### src/rtl/barrier_field_if.sv
// Stream and display signals between the barrier generator side and the field.
interface barrier_field_if #(
   parameter int ROWS = 8
);
   logic                start;
   logic [7:0]          row_in;
   logic [7:0]          player;
   logic [8*ROWS-1:0]   green;
   logic                gg;
   logic [7:0]          score;
   logic                running;

   modport master (
      output start, row_in, player,
      input  green, gg, score, running
   );

   modport slave (
      input  start, row_in, player,
      output green, gg, score, running
   );
endinterface

### src/rtl/barrier_field.sv
// Barrier field: scrolls captured top-row patterns down the green plane,
// detects collision with the player cart and keeps the dodged-row score.
//
// state | meaning
// ------+-----------------------------------------------------------
// IDLE  | waiting for start; field and sampling counter held
// RUN   | sampling counter free-runs; scroll on tick, check collision
// OVER  | game over; everything frozen until reset
module barrier_field #(
   parameter int WIDTH = 2,
   parameter int ROWS  = 8
) (
   input logic             clk,
   input logic             reset,
   barrier_field_if.slave  bus
);
   typedef enum logic [1:0] {IDLE, RUN, OVER} state_t;

   state_t              state;
   logic [WIDTH-1:0]    cnt;
   logic [8*ROWS-1:0]   field;
   logic [7:0]          score_q;
   logic                gg_q;
   logic                running_q;

   logic [7:0]          bottom;
   logic                hit;
   logic                tick;

   // Bottom row is compared against the live player input; tick is the
   // first cycle of each sampling period.
   assign bottom = field[8*ROWS-1 -: 8];
   assign hit    = |(bottom & bus.player);
   assign tick   = (cnt == '0);

   // Sequencer, field shift register and score; collision wins over scroll.
   always_ff @(posedge clk) begin
      if (reset) begin
         state     <= IDLE;
         cnt       <= '0;
         field     <= '0;
         score_q   <= '0;
         gg_q      <= 1'b0;
         running_q <= 1'b0;
      end else begin
         case (state)
            IDLE: begin
               if (bus.start) begin
                  state     <= RUN;
                  running_q <= 1'b1;
               end
            end
            RUN: begin
               cnt <= cnt + WIDTH'(1);
               if (hit) begin
                  state     <= OVER;
                  gg_q      <= 1'b1;
                  running_q <= 1'b0;
               end else if (tick) begin
                  field <= {field[8*(ROWS-1)-1:0], bus.row_in};
                  if (bottom != 8'h00 && score_q != 8'hFF)
                     score_q <= score_q + 8'd1;
               end
            end
            OVER: state <= OVER;
            default: state <= IDLE;
         endcase
      end
   end

   assign bus.green   = field;
   assign bus.gg      = gg_q;
   assign bus.score   = score_q;
   assign bus.running = running_q;
endmodule

### src/flat_wrapper.sv
// flat-port wrapper written by rule: the top's interface ports become plain ports
module barrier_field_flat 
#(
   parameter int WIDTH = 2,
   parameter int ROWS  = 8
)
  (clk, reset, bus_start, bus_row_in, bus_player, bus_green, bus_gg, bus_score, bus_running);
  barrier_field_if #(.ROWS(ROWS)) bus_i ();
  input logic clk;
  input logic reset;
  input wire logic [$bits(bus_i.start)-1:0] bus_start;
  input wire logic [$bits(bus_i.row_in)-1:0] bus_row_in;
  input wire logic [$bits(bus_i.player)-1:0] bus_player;
  output wire logic [$bits(bus_i.green)-1:0] bus_green;
  output wire logic [$bits(bus_i.gg)-1:0] bus_gg;
  output wire logic [$bits(bus_i.score)-1:0] bus_score;
  output wire logic [$bits(bus_i.running)-1:0] bus_running;
  assign bus_i.start = bus_start;
  assign bus_i.row_in = bus_row_in;
  assign bus_i.player = bus_player;
  assign bus_green = bus_i.green;
  assign bus_gg = bus_i.gg;
  assign bus_score = bus_i.score;
  assign bus_running = bus_i.running;
  barrier_field #(.WIDTH(WIDTH), .ROWS(ROWS)) u_core (.clk(clk), .reset(reset), .bus(bus_i));
endmodule
### config.mk
export PLATFORM = sky130hd
export DESIGN_NAME = barrier_field_flat
export DESIGN_NICKNAME = d
export VERILOG_FILES = /design/src/rtl/barrier_field_if.sv /design/src/rtl/barrier_field.sv /design/src/flat_wrapper.sv
export SDC_FILE = /design/constraint.sdc
export NUM_CORES = 1
export LEC_CHECK = 0
export CAP_MARGIN = 0
export CORE_AREA = 3 3 90 109
export DETAILED_ROUTE_END_ITERATION = 8
export DIE_AREA = 0 0 93 112
export PLACE_DENSITY = 0.66
export SLEW_MARGIN = 25
export SYNTH_ARGS = -nofsm -noshare
export SYNTH_HDL_FRONTEND = slang
export SYNTH_SLANG_ARGS = --single-unit
### constraint.sdc
create_clock -name clk -period 2.3 [get_ports clk]
set_input_delay 0.46 -clock clk [delete_from_list [all_inputs] [get_ports clk]]
set_output_delay 0.46 -clock clk [all_outputs]
set_load 0.005 [all_outputs]
==> metrics.md <==
| Metric | Value |
|---|---|
| Run status | completed |
| Clk pwr share | 36.7% |
| Slew Viols, Final | 0 |
| Ports | 93 |
| ANT nets after route | 0 |
| Final Setup Violations | 0 |
| GRT Util Overall | 15.1% |
| Period utilisation layout | 82.9% |
| Die width | 93 um |
| First drt pass iteration count | 4 |
| Post-synthesis net count | 388 |
| Residual DRC | 0 |
| Antenna Cells | 0 |
| Power Internal | 2210 uW |
| Hold WC Path Type | in2reg |
| Die area | 10400 um^2 |
| Initial antenna violation count | 0 |
| Worst reg2reg setup slack | 450 ps |
| RSZ-0062 raised after global routing | no |
| Crit Path Max Fanout | 64 |
| Worst EP required | 2530 ps |
| Iteration-0 DRC count of the detailed router | 138 |
| Power Density | 725 nW/um^2 |
| Share of cells above drive strength 1 | 7.25% |
| Via/cell ratio | 4.70 |
| Count leader, synth | nand2_1 |
| Top cell type's share of synthesized area | 51.3% |
| Synth top cells by count | nand2_1 (131), dfxtp_1 (78), a21oi_1 (71) |
| Worst R2R Start | u_core.bus.score[0] |
| Largest net degree at the start of global routing | 71 |
| Gr ovfl total | 0 |
| Sequential share of power | 46.2% |
| Buffer depth of the longest clock path | 2 |
| IO buf count | 92 |
| Resized cells post-CTS | 0 |
| Global-route wire length before repair | 12.8 mm |
| Core footprint | 8940 um^2 |
| Htree depth | 3 |
| Dominant cell type by area after synthesis | dfxtp_1 |
| Crit path to | u_core.bus.green[2] |
| Hold path startpoint | reset |
| Die H | 112 um |
| Root Driver | clkbuf_8 |
| Synth unique cells | 34 |
| CP Capture Type | flop |
| Placement Rows | 38 |
| Final Skew | 10.8 ps |
| YS warnings | 0 |
| Clock Sinks | 78 |
| Placed instance area | 4040 um^2 |
| Post-synthesis sequential area ratio | 51.3% |
| TritonCTS Buffers | 9 |
| Setup TNS | 0 ps |
| Worst relative slew slack | 75.8% |
| CP startpoint | bus_player[4] |
| Hold-fix buffers, CTS | 0 |
| Mapped cell area | 3040 um^2 |
| Placed wire-length estimate | 5.05 mm |
| Setup crit start kind | input port |
| Wire length per cell | 13.2 um |
| Drt total wl | 7.58 mm |
| Post-CTS setup buffers | 0 |
| GP Congestion | 0.729 |
| Worst Path Class, Setup | in2reg |
| Sw Ratio | 28.5% |
| Via count | 2701 |
| Post-route cell area | 4260 um^2 |
| Synth area leaders | dfxtp_1 (51%), nand2_1 (16%), a21oi_1 (12%) |
| Combinational Power Share | 17.1% |
| R2R Path End | u_core.bus.score[7] |
| Primary FF master, synth | dfxtp_1 |
| Starting Density | 34.0% |
| Vias in the first global route | 2661 |
| Syn avg cell area | 8.33 um^2 |
| Minimum clock period | 1910 ps |
| Final Hold Viols | 0 |
| Yosys reg bits | 78 |
| Layout area overhead | 40.1% |
| VDD IR max | 0.432 mV |
| Cells after Synth | 365 |
| P_leak | 0.00142 uW |
| Clk_lat worst skew | 350 ps |
| Post-synth EDFFs | 0 |
| Asr flop ratio synth | 0% |
| Clock slew at reported path FFs | 80 ps |
| P_sw | 880 uW |
| Slew @ Worst Pin | 360 ps |
| R2r worst-path depth | 6 |
| Maxcap violations | 0 |
| CTS tree | built |
| F_max | 525 MHz |
| Worst Path Arrival | 2130 ps |
| Nets@finish | 473 |
-- cells by family after synthesis --
family	Yosys count	synth area share (%)
AOI/OAI and AO/OA	82	15.6
adders and majority gates	4	1.65
xor gates and xnor gates	4	1.15
DFF	78	51.3
muxes	4	1.36
and+or+nand+nor	164	23.5
buffers and inverters	29	5.39
-- area by class of cell --
| class | count | area [um^2] |
|---|---|---|
| Inverter | 6 | 22.5 |
| Clock buffer | 10 | 128 |
| Timing Repair Buffer | 97 | 991 |
| Multi-Input combinational cell | 258 | 1320 |
| Sequential cell | 78 | 1560 |
| Fill cell | 916 | 4680 |
| Clock inverter | 6 | 93.8 |
| Tap cell | 120 | 150 |
-- cell usage in the layout, fill, tap and decap left out, types with 2 or more instances in the layout --
master / Yosys / routed
a21oi_1: 71 / 71
a22oi_2: 3 / 3
a31o_1: 2 / 2
and2_1: 2 / 2
buf_12: 0 / 3
buf_4: 0 / 2
bufinv_16: 0 / 2
clkbuf_8: 0 / 9
clkdlybuf4s50_1: 0 / 91
clkinv_4: 0 / 2
dfxtp_1: 78 / 78
ha_1: 4 / 4
inv_1: 6 / 6
mux2i_1: 3 / 3
nand2_1: 131 / 131
nand2b_1: 2 / 2
nand3_1: 3 / 3
nor2_1: 13 / 13
nor4_1: 3 / 3
xnor2_1: 4 / 4
-- state kept, by name (all words and copies together), names as in the netlist --
signal              flops
u_core.bus.running      1
u_core.cnt              2
u_core.bus.score        8
u_core.bus.gg           1
u_core.bus.green       64
u_core.state            2
-- power groups by stage --
stage / Clock [uW] / Sequential [uW] / Combinational (uW)
2_1_floorplan: 0 / 1460 / 377
3_3_place_gp: 0 / 1460 / 523
3_5_place_dp: 0 / 1460 / 537
4_1_cts: 1170 / 1430 / 542
5_1_grt: 1230 / 1440 / 590
6_report: 1130 / 1430 / 528
-- per-stage QoR --
step                hold WS, ps  total power [uW]  util [%]  std cells  worst slack, ps
global placement            450              1980      45.2        559             81.5
global route                449              3260      47.7        575              305
finish                      442              3090      47.7        575              394
floorplan                   460              1840         -        365              437
CTS                         432              3140      47.7        575              409
detailed placement          461              2000      45.2        559             26.1
-- worst max-delay path, cell delays in order --
cell,delay (ps)
clkdlybuf4s50_1,410
a22oi_2,220
nand3_2,240
or2_2,390
buf_12,200
nand2_1,100
a21oi_1,60
-- layer usage --
metal,global-route usage [%],part of all wire [%]
met5,0,0
met4,5.87,1.3
met1,18.5,44
met2,24.6,47
met3,4.86,7.9
-- worst min path at each step --
stage,slack (ps),cells after the start,endpoint
2_1_floorplan,460,2,u_core.cnt[1]
3_3_place_gp,450,2,u_core.bus.gg
3_5_place_dp,460,2,u_core.bus.green[55]
4_1_cts,430,2,u_core.bus.score[4]
5_1_grt,450,2,u_core.bus.score[1]
6_report,440,2,u_core.bus.score[4]
Power figures use the tool's default switching activity.
